**config.mk**
```make
export PLATFORM = sky130hd
export DESIGN_NAME = uart_receiver_flat
export DESIGN_NICKNAME = d
export VERILOG_FILES = /design/src/rtl/uart_pkg.sv /design/src/rtl/uart_receiver_if.sv /design/src/rtl/sync_2ff.sv /design/src/rtl/uart_receiver.sv /design/src/flat_wrapper.sv
export SDC_FILE = /design/constraint.sdc
export NUM_CORES = 1
export LEC_CHECK = 0
export BUFFER_PORTS_ARGS = -buffer_cell sky130_fd_sc_hd__buf_2
export CAP_MARGIN = 20
export CORE_MARGIN = 8
export CORE_UTILIZATION = 45
export DETAILED_ROUTE_END_ITERATION = 8
export GPL_ROUTABILITY_DRIVEN = 1
export SYNTH_ARGS = -nofsm -noshare
export SYNTH_HDL_FRONTEND = slang
export SYNTH_HIERARCHICAL = 1
export SYNTH_SLANG_ARGS = --single-unit
```
**constraint.sdc**
```tcl
create_clock -name clk -period 5.3 [get_ports clk]
set_clock_uncertainty 0.1 [all_clocks]
set_input_delay 0.265 -clock clk [delete_from_list [all_inputs] [get_ports clk]]
set_output_delay 0.265 -clock clk [all_outputs]
set_load 0.01 [all_outputs]
```
**src/rtl/uart_pkg.sv**
```systemverilog
// Shared UART definitions: receiver state encoding and bit-timing derivation
// (the timing helpers are also used by the transmitter).
package uart_pkg;

  localparam int unsigned UART_DATA_BITS = 8;

  typedef enum logic [1:0] {
    UART_RX_IDLE  = 2'd0,
    UART_RX_START = 2'd1,
    UART_RX_DATA  = 2'd2,
    UART_RX_STOP  = 2'd3
  } uart_rx_state_e;

  function automatic int unsigned symbol_edge_time(input int unsigned clock_freq,
                                                   input int unsigned baud_rate);
    return clock_freq / baud_rate;
  endfunction

  function automatic int unsigned sample_time(input int unsigned clock_freq,
                                              input int unsigned baud_rate);
    return symbol_edge_time(clock_freq, baud_rate) / 2;
  endfunction

endpackage

```
**src/rtl/uart_receiver_if.sv**
```systemverilog
// Receive-side output bundle: byte handshake toward the RX FIFO plus status pulses.
interface uart_receiver_if;
  logic [7:0] data_out;
  logic       data_out_valid;
  logic       data_out_ready;
  logic       framing_error;
  logic       overrun;

  modport master (
    output data_out, data_out_valid, framing_error, overrun,
    input  data_out_ready
  );

  modport slave (
    input  data_out, data_out_valid, framing_error, overrun,
    output data_out_ready
  );
endinterface

```
**src/rtl/sync_2ff.sv**
```systemverilog
// Two-flop synchronizer for a single asynchronous bit, with selectable reset value.
module sync_2ff #(
  parameter logic RESET_VALUE = 1'b1
) (
  input  logic clk,
  input  logic reset,
  input  logic d_i,
  output logic q_o
);
  logic meta_q;
  logic sync_q;

  always_ff @(posedge clk or posedge reset) begin
    if (reset) begin
      meta_q <= RESET_VALUE;
      sync_q <= RESET_VALUE;
    end else begin
      meta_q <= d_i;
      sync_q <= meta_q;
    end
  end

  assign q_o = sync_q;
endmodule

```
**src/rtl/uart_receiver.sv**
```systemverilog
// 8N1 UART receive stage: start-edge detect, mid-bit sampling, one-entry
// holding register with valid/ready handshake, framing-error and overrun pulses.
module uart_receiver
  import uart_pkg::*;
#(
  parameter int unsigned CLOCK_FREQ = 50_000_000,
  parameter int unsigned BAUD_RATE  = 115200
) (
  input  logic clk,
  input  logic reset,
  input  logic serial_in,
  uart_receiver_if.master rx
);
  localparam int unsigned SYMBOL_EDGE_TIME = symbol_edge_time(CLOCK_FREQ, BAUD_RATE);
  localparam int unsigned SAMPLE_TIME      = sample_time(CLOCK_FREQ, BAUD_RATE);
  localparam int unsigned CNT_W = (SYMBOL_EDGE_TIME > 1) ? $clog2(SYMBOL_EDGE_TIME) : 1;
  localparam logic [CNT_W-1:0] SYMBOL_LAST = CNT_W'(SYMBOL_EDGE_TIME - 1);
  localparam logic [CNT_W-1:0] SAMPLE_LAST = CNT_W'(SAMPLE_TIME - 1);

  logic rx_s;
  logic rx_q;

  uart_rx_state_e   state_q, state_d;
  logic [CNT_W-1:0] cnt_q, cnt_d, cnt_inc;
  logic [2:0]       bit_q, bit_d;
  logic [7:0]       shift_q, shift_d;
  logic [7:0]       data_q, data_d;
  logic             valid_q, valid_d;
  logic             fe_q, fe_d;
  logic             ov_q, ov_d;

  sync_2ff #(.RESET_VALUE(1'b1)) u_sync (
    .clk   (clk),
    .reset (reset),
    .d_i   (serial_in),
    .q_o   (rx_s)
  );

  always_ff @(posedge clk or posedge reset) begin
    if (reset) begin
      rx_q    <= 1'b1;
      state_q <= UART_RX_IDLE;
      cnt_q   <= '0;
      bit_q   <= '0;
      shift_q <= '0;
      data_q  <= '0;
      valid_q <= 1'b0;
      fe_q    <= 1'b0;
      ov_q    <= 1'b0;
    end else begin
      rx_q    <= rx_s;
      state_q <= state_d;
      cnt_q   <= cnt_d;
      bit_q   <= bit_d;
      shift_q <= shift_d;
      data_q  <= data_d;
      valid_q <= valid_d;
      fe_q    <= fe_d;
      ov_q    <= ov_d;
    end
  end

  assign cnt_inc = (cnt_q == SYMBOL_LAST) ? '0 : cnt_q + 1'b1;

  always_comb begin
    state_d = state_q;
    cnt_d   = cnt_q;
    bit_d   = bit_q;
    shift_d = shift_q;
    data_d  = data_q;
    valid_d = valid_q && !rx.data_out_ready;
    fe_d    = 1'b0;
    ov_d    = 1'b0;
    unique case (state_q)
      UART_RX_IDLE: begin
        // Edge, not level: a held-low break line cannot retrigger a frame.
        if (rx_q && !rx_s) begin
          cnt_d   = '0;
          state_d = UART_RX_START;
        end
      end
      UART_RX_START: begin
        cnt_d = cnt_inc;
        if (cnt_q == SAMPLE_LAST) begin
          cnt_d   = '0;
          bit_d   = '0;
          state_d = rx_s ? UART_RX_IDLE : UART_RX_DATA;
        end
      end
      UART_RX_DATA: begin
        cnt_d = cnt_inc;
        if (cnt_q == SYMBOL_LAST) begin
          shift_d = {rx_s, shift_q[7:1]};
          bit_d   = bit_q + 1'b1;
          if (bit_q == 3'd7) state_d = UART_RX_STOP;
        end
      end
      UART_RX_STOP: begin
        cnt_d = cnt_inc;
        if (cnt_q == SYMBOL_LAST) begin
          state_d = UART_RX_IDLE;
          // A handshake in the stop-sample cycle frees the register for the new byte.
          if (!rx_s) begin
            fe_d = 1'b1;
          end else if (!valid_q || rx.data_out_ready) begin
            data_d  = shift_q;
            valid_d = 1'b1;
          end else begin
            ov_d = 1'b1;
          end
        end
      end
      default: state_d = UART_RX_IDLE;
    endcase
  end

  assign rx.data_out       = data_q;
  assign rx.data_out_valid = valid_q;
  assign rx.framing_error  = fe_q;
  assign rx.overrun        = ov_q;
endmodule

```
**src/flat_wrapper.sv**
```systemverilog
// flat-port wrapper written by rule: the top's interface ports become plain ports
module uart_receiver_flat import uart_pkg::*;
#(
  parameter int unsigned CLOCK_FREQ = 50_000_000,
  parameter int unsigned BAUD_RATE  = 115200
)
  (clk, reset, serial_in, rx_data_out, rx_data_out_valid, rx_framing_error, rx_overrun, rx_data_out_ready);
  uart_receiver_if rx_i ();
  input  logic clk;
  input  logic reset;
  input  logic serial_in;
  output wire logic [$bits(rx_i.data_out)-1:0] rx_data_out;
  output wire logic [$bits(rx_i.data_out_valid)-1:0] rx_data_out_valid;
  output wire logic [$bits(rx_i.framing_error)-1:0] rx_framing_error;
  output wire logic [$bits(rx_i.overrun)-1:0] rx_overrun;
  input wire logic [$bits(rx_i.data_out_ready)-1:0] rx_data_out_ready;
  assign rx_data_out = rx_i.data_out;
  assign rx_data_out_valid = rx_i.data_out_valid;
  assign rx_framing_error = rx_i.framing_error;
  assign rx_overrun = rx_i.overrun;
  assign rx_i.data_out_ready = rx_data_out_ready;
  uart_receiver #(.CLOCK_FREQ(CLOCK_FREQ), .BAUD_RATE(BAUD_RATE)) u_core (.clk(clk), .reset(reset), .serial_in(serial_in), .rx(rx_i));
endmodule
```
==> results.sh, run 1 <==
export IMPL_r2r_cells=4
export IMPL_cts_made_buffers=5
export IMPL_syn_cell_area_mm2=0.001652
export IMPL_vias=1068
export IMPL_maxCapViolations=0
export IMPL_dp_hpwl_um=2102
export IMPL_dr_wl_met3_um=120
export IMPL_grt_antenna_before_repair=0
export IMPL_syn_inst=135
export IMPL_reg2reg_from="u_core/cnt_q[2]"
export IMPL_cp_start_kind="flop"
export IMPL_drt_wirelength_per_cell_um=14.62
export IMPL_power_density_mw_per_mm2=339.0
export IMPL_power_leakage_nw=0.9484
export IMPL_synth_warnings=6
export IMPL_drc=0
export IMPL_gp_congestion=0.7941
export IMPL_slew_viol_final=0
export IMPL_root_buffer="clkbuf_8"
export IMPL_p_sw_mw=0.1888
export IMPL_grt_usage_pct=11.04
export IMPL_clock_latency_ns=0.28
export IMPL_min_path_cells=3
export IMPL_internal_power_mw=0.4412
export IMPL_outcome="finished, final reports clean"
export IMPL_p_sw_share_pct=29.97
export IMPL_crit_start="u_core/cnt_q[2]"
export IMPL_grt_max_degree=35
export IMPL_fin_crit_sh_pct=43.21
export IMPL_max_slew_margin_rel_pct=45.87
export IMPL_tightest_slew_ns=0.8090
export IMPL_r2r_setup_slack_ns=3.01
export IMPL_ios=15
export IMPL_p_seq_share_pct=55.0
export IMPL_power_frac_comb_pct=16.7
export IMPL_wl_um=2953
export IMPL_layout_commonest_cell="dfrtp_1"
export IMPL_r2r_end="u_core/shift_q[2]"
export IMPL_worst_setup_path_end_kind="flop"
export IMPL_htree_levels=2
export IMPL_mostFrequentLayoutCells="33 x dfrtp_1, 14 x buf_2, 11 x nand2_1"
export IMPL_grt_ovfl_total=0
export IMPL_n_antenna_cell=0
export IMPL_start_util_pct=45.80
export IMPL_numPortBuffers=14
export IMPL_cp_max_fo=11
export IMPL_fp_dieW_um=76.58
export IMPL_fmax_ghz=0.4367
export IMPL_rows=22
export IMPL_area_growth_syn_to_layout_pct=12.50
export IMPL_ant_nets=0
export IMPL_vdd_drop_max_mv=0.2226
export IMPL_cts_tree="yes"
export IMPL_die_height_um=76.58
export IMPL_clockBufferDepth=2
export IMPL_post_synth_cell_area_avg_um2=12.23
export IMPL_layout_nets=163
export IMPL_path_clk_slew_ns=0.07
export IMPL_ys_seq_elements=36
export IMPL_cp_required_ns=5.37
export IMPL_highest_layer="met4"
export IMPL_vias_per_cell=5.287
export IMPL_path_class="reg2reg"
export IMPL_wl_met2_um=1350
export IMPL_final_core_util_pct=51.53
export IMPL_worst_ep_arrival_time_ns=2.36
export IMPL_finalPower_mw=0.6299
export IMPL_syn_num_nets=144
export IMPL_first_pass_iters=4
export IMPL_dr_first_iter_drc_count=48
export IMPL_hold_path_class="in2reg"
export IMPL_layout_drive_gt1_share_pct=28.57
export IMPL_dieArea_mm2=0.005865
export IMPL_clock_sinks=36
export IMPL_ys_seq_area_share_pct=54.77
export IMPL_setup_viol=0
export IMPL_setup_tns_ns=0
export IMPL_finalCriticalPeriod_ns=2.290
export IMPL_grt_pass1_vias=1095
export IMPL_hold_viol=0
export IMPL_clock_power_share_pct=28.2
export IMPL_worstSetupEndpoint="u_core/shift_q[2]"
export IMPL_grt_pass1_wl_um=5237
export IMPL_rsz0062_at_grt="no"
export IMPL_synth_distinct_cells=34
export IMPL_drt_met1_wl_um=1423
export IMPL_core_mm2=0.003606
## Yosys cell counts, drive strengths merged
library cell | number | share of area, %
and2 | 2 | 0.76
and4 | 1 | 0.53
nor2b | 1 | 0.38
or4 | 1 | 0.68
ha | 5 | 3.8
a41oi | 1 | 0.53
buf | 3 | 1.3
nand2 | 11 | 2.5
or3 | 1 | 0.38
o31ai | 1 | 0.45
mux2 | 18 | 15
o21ai | 6 | 1.8
nand4 | 2 | 0.76
a22o | 2 | 1.1
o2bb2ai | 1 | 0.53
nand2b | 2 | 0.76
nor2 | 4 | 0.91
a21oi | 1 | 0.30
a31oi | 6 | 2.3
nor4b | 1 | 0.91
or2 | 1 | 0.38
nand3b | 2 | 0.91
inv | 7 | 1.6
nand4bb | 1 | 0.68
dfrtp | 33 | 50
clkbuf | 2 | 0.45
xor2 | 2 | 1.1
dfstp | 3 | 4.8
a21boi | 2 | 0.91
nand3 | 8 | 2.4
and3 | 2 | 0.76
o211ai | 2 | 0.91
## flip-flops by register name, indices dropped and copies added (netlist names), named ones only
signal / cells
u_core/cnt_q: 9
u_core/rx.data_out: 8
u_core/shift_q: 8
u_core/bit_q: 3
u_core/rx.data_out_valid: 1
u_core/rx.framing_error: 1
u_core/rx.overrun: 1
u_core/rx_q: 1
u_core/state_q: 1
u_core/u_sync/meta_q: 1
u_core/u_sync/q_o: 1
## power by group through the flow
stage          clock, mW  sequential, mW  combinational, mW
2_1_floorplan          0           0.339             0.0862
3_3_place_gp           0           0.349              0.101
3_5_place_dp           0           0.351              0.102
4_1_cts            0.183           0.346              0.105
5_1_grt            0.197           0.354              0.122
6_report           0.178           0.347              0.105
## timing repair
action | CTS | global route
hold endpoints to repair | 36 | 0
gates resized for setup | 0 | 0
hold buffers | 2 | 0
buffers inserted | 0 | 0
## metal layers
layer | up-vias | GRT usage, %
li1 | 515 | -
met1 | 531 | 13.67
met2 | 17 | 16.02
met3 | 5 | 4.245
met4 | 0 | 6.154
met5 | - | 0
## per-stage QoR
stage                     hold WS, ns  cell area [µm²]  instances  setup slack, ns
after detailed placement       0.2030             1760        193            3.005
final                          0.1986             1858        202            3.010
after floorplan               0.07650             1652        135            3.400
after global placement         0.1940             1760        193            3.063
after CTS                      0.1907             1858        202            3.012
after global routing           0.2150             1858        202            2.804
## worst max-delay path, stage by stage (launching register included)
cell and delay, ns:
dfrtp_1 0.45, nor4b_2 0.35, nand3_1 0.20, nor2_1 0.66, mux2_2 0.42
## layout make-up
| class | count | area, µm² |
|---|---|---|
| multi-input cells | 87 | 691.9 |
| repair buffers | 17 | 97.59 |
| fillers | 340 | 1748 |
| clock inverters | 1 | 5.005 |
| clock buffers | 6 | 72.57 |
| inverters | 7 | 26.28 |
| well taps | 48 | 60.06 |
| flip-flops and latches | 36 | 904.6 |
## how the worst min path moves through the flow
stage,startpoint,endpoint
floorplan,reset,u_core/u_sync/meta_q
global placement,reset,u_core/u_sync/meta_q
detailed placement,reset,u_core/u_sync/meta_q
CTS,rx_data_out_ready,u_core/rx.overrun
global route,rx_data_out_ready,u_core/rx.overrun
finish,rx_data_out_ready,u_core/rx.overrun
## logic make-up (layout without fill, tap and decap cells)
logic type	count (synthesis)	count (layout)	share of synthesized area [%]
fa+ha+maj	5	5	3.788
simple gates	40	40	13.71
xor+xnor	2	2	1.061
mux	18	18	14.55
buf+inv	12	31	3.334
flops	36	36	54.77
compound gates	22	22	8.788
(Power assumes the default switching activity.)
==> run 2: changes to the inputs <==
--- a/config.mk
+++ b/config.mk
@@ -5,12 +5,14 @@
 export SDC_FILE = /design/constraint.sdc
 export NUM_CORES = 1
 export LEC_CHECK = 0
+export ABC_AREA = 1
 export BUFFER_PORTS_ARGS = -buffer_cell sky130_fd_sc_hd__buf_2
 export CAP_MARGIN = 20
 export CORE_MARGIN = 8
 export CORE_UTILIZATION = 45
 export DETAILED_ROUTE_END_ITERATION = 8
 export GPL_ROUTABILITY_DRIVEN = 1
+export PLACE_DENSITY = 0.65
 export SYNTH_ARGS = -nofsm -noshare
 export SYNTH_HDL_FRONTEND = slang
 export SYNTH_HIERARCHICAL = 1
==> constraint.sdc (replaced) <==
create_clock -name clk -period 1.9 [get_ports clk]
set_clock_uncertainty 0.1 [all_clocks]
set_input_delay 0.095 -clock clk [delete_from_list [all_inputs] [get_ports clk]]
set_output_delay 0.095 -clock clk [all_outputs]
set_load 0.01 [all_outputs]
==> results.sh, run 2 <==
export IMPL_grt_antenna_before_repair=0
export IMPL_layout_drive_gt1_share_pct=22.77
export IMPL_fin_crit_sh_pct=92.42
export IMPL_async_flop_share_pct=100.0
export IMPL_worstSetupEndpoint="u_core/rx.data_out[4]"
export IMPL_path_buf_inv=2
export IMPL_grt_pass1_wl_um=5775
export IMPL_power_leakage_nw=1.024
export IMPL_area_growth_syn_to_layout_pct=18.81
export IMPL_first_pass_iters=4
export IMPL_mostFrequentLayoutCells="51 x nand2_1, 33 x dfrtp_1, 28 x inv_1"
export IMPL_cts_made_buffers=5
export IMPL_r2r_setup_slack_ns=0.14
export IMPL_maxCapViolations=0
export IMPL_vias=1318
export IMPL_worst_setup_path_end_kind="flop"
export IMPL_ys_seq_elements=36
export IMPL_dp_cells=258
export IMPL_r2r_cells=10
export IMPL_numPortBuffers=14
export IMPL_n_fill_cell=324
export IMPL_clock_sinks=36
export IMPL_power_density_mw_per_mm2=988.4
export IMPL_outcome="finished, final reports clean"
export IMPL_die_height_um=77.63
export IMPL_cts_tree="yes"
export IMPL_syn_cell_area_mm2=0.001709
export IMPL_top_register="u_core/cnt_q"
export IMPL_post_synth_cell_area_avg_um2=8.765
export IMPL_hold_path_class="in2reg"
export IMPL_wl_um=3337
export IMPL_cp_depth=10
export IMPL_drc=0
export IMPL_final_core_util_pct=55.47
export IMPL_grt_ovfl_total=0
export IMPL_hold_viol=0
export IMPL_ys_top_cells_by_count="51 x nand2_1, 33 x dfrtp_1, 28 x inv_1"
export IMPL_synth_top_cell_area_share_pct=48.32
export IMPL_ant_nets=0
export IMPL_cp_max_fo=8
export IMPL_start_util_pct=46.68
export IMPL_dr_first_iter_drc_count=68
export IMPL_path_cells="inv_1, ha_1, nand2_1, nor2_4, nand2_4, nor3_4, buf_4, nand2_4, nand2_1, o21ai_2"
export IMPL_grt_pass1_vias=1306
export IMPL_layout_commonest_cell="nand2_1"
export IMPL_syn_num_nets=204
export IMPL_cp_required_ns=1.98
export IMPL_tightest_slew_ns=0.4307
export IMPL_path_class="reg2reg"
export IMPL_worst_ep_arrival_time_ns=1.84
export IMPL_synth_warnings=6
export IMPL_ys_seq_area_share_pct=52.93
export IMPL_largest_reg_flops=9
export IMPL_n_antenna_cell=0
export IMPL_slowest_stage="dfrtp_1"
export IMPL_clockBufferDepth=2
export IMPL_grt_max_degree=35
export IMPL_layout_nets=232
export IMPL_fp_dieW_um=77.63
export IMPL_vias_per_cell=4.846
export IMPL_setup_viol=0
export IMPL_finalPower_mw=2.007
export IMPL_grt_usage_pct=11.62
export IMPL_dp_hpwl_um=2292
export IMPL_gp_congestion=0.8420
export IMPL_slew_viol_final=0
export IMPL_cp_start_kind="flop"
export IMPL_vdd_drop_max_mv=0.6499
export IMPL_drt_wirelength_per_cell_um=12.27
export IMPL_multi_input_area_um2=703.2
export IMPL_ios=15
export IMPL_place_ws_ns=0.07655
export IMPL_clock_latency_ns=0.29
export IMPL_synth_distinct_cells=25
export IMPL_reg2reg_from="u_core/cnt_q[1]"
export IMPL_crit_start="u_core/cnt_q[1]"
export IMPL_finalCriticalPeriod_ns=1.756
export IMPL_seq_area_um2=904.6
export IMPL_setup_ws_ns=0.1440
export IMPL_yosysTopAreaCell="dfrtp_1"
export IMPL_core_mm2=0.003661
export IMPL_synth_edf_count=0
export IMPL_dieArea_mm2=0.006026
export IMPL_syn_inst=195
export IMPL_max_stage_delay_ns=0.41
export IMPL_cp_top_family="simple AND/OR/NAND/NOR gates"
export IMPL_synth_flop_cell="dfrtp_1"
export IMPL_layout_cells_non_filler=272
export IMPL_path_clk_slew_ns=0.07
export IMPL_synthTopCellsByArea="dfrtp_1 48%, nand2_1 11%, inv_1 6.1%"
export IMPL_htree_levels=2
export IMPL_fmax_ghz=0.5695
export IMPL_max_slew_margin_rel_pct=71.29
export IMPL_root_buffer="clkbuf_8"
export IMPL_rows=22
export IMPL_r2r_end="u_core/rx.data_out[4]"
export IMPL_synth_most_common_cell="nand2_1"
[run 2: timing repair]
item | in CTS | in global routing
gates resized for setup | 0 | 4
hold buffers | 2 | 0
setup buffers | 0 | 3
endpoints found under the setup margin | 0 | 16
hold endpoints to repair | 36 | 0
[run 2: per-stage QoR]
step	instance area (µm²)	hold slack, ns	TNS (ns)
2_1_floorplan	1709	-0.09350	0
3_3_place_gp	1851	0.02877	0
3_5_place_dp	1851	0.03777	0
4_1_cts	1982	0.03562	0
5_1_grt	2031	0.1868	-0.1028
6_report	2031	0.1706	0
[run 2: cell type report]
type	count	area share, %
clock buffers	5	3.389
clock inverters	3	2.095
inverters	29	5.360
multi-input cells	128	34.63
flip-flops and latches	36	44.55
well taps	48	2.957
repair buffers	23	7.024
[run 2: routing by layer]
metal	track usage [%]	share of wire, %	vias up
met5	0	0	-
met4	5.283	1.6	0
met3	4.147	4.6	6
met2	17.88	46	30
met1	14.23	48	608
li1	-	-	674
[run 2: worst reg2reg max path, stage by stage, from the launching register on]
cell and delay, ns:
dfrtp_1 0.41, inv_1 0.10, ha_1 0.14, nand2_1 0.08
nor2_4 0.16, nand2_4 0.07, nor3_4 0.19, buf_4 0.15
nand2_4 0.09, nand2_1 0.11, o21ai_2 0.05
[run 2: worst min path at each step]
stage                            from                   end  slack, ns  depth (start not counted)
finish              rx_data_out_ready     u_core/rx.overrun       0.17                          4
global route        rx_data_out_ready     u_core/rx.overrun       0.19                          4
CTS                 rx_data_out_ready     u_core/rx.overrun       0.04                          4
detailed placement              reset  u_core/u_sync/meta_q       0.04                          2
global placement                reset  u_core/u_sync/meta_q       0.03                          2
floorplan                       reset  u_core/u_sync/meta_q      -0.09                          1
[run 2: report_power, final]
| group | switching [mW] | internal (mW) | leakage [nW] |
|---|---|---|---|
| Combinational | 0.300 | 0.150 | 0.486 |
| Sequential | 0.0587 | 0.830 | 0.484 |
| Clock | 0.281 | 0.388 | 0.0541 |
| Total | 0.639 | 1.37 | 1.02 |
[run 2: logic make-up (layout without fill, tap and decap cells)]
| kind of cell | Yosys count | in the layout | synth area share, % |
|---|---|---|---|
| AOI/OAI and AO/OA | 30 | 30 | 10.69 |
| xor gates and xnor gates | 3 | 3 | 1.538 |
| adders and majority gates | 5 | 5 | 3.660 |
| buffers and inverters | 32 | 60 | 7.467 |
| DFF | 36 | 36 | 52.93 |
| and+or+nand+nor | 89 | 90 | 23.72 |
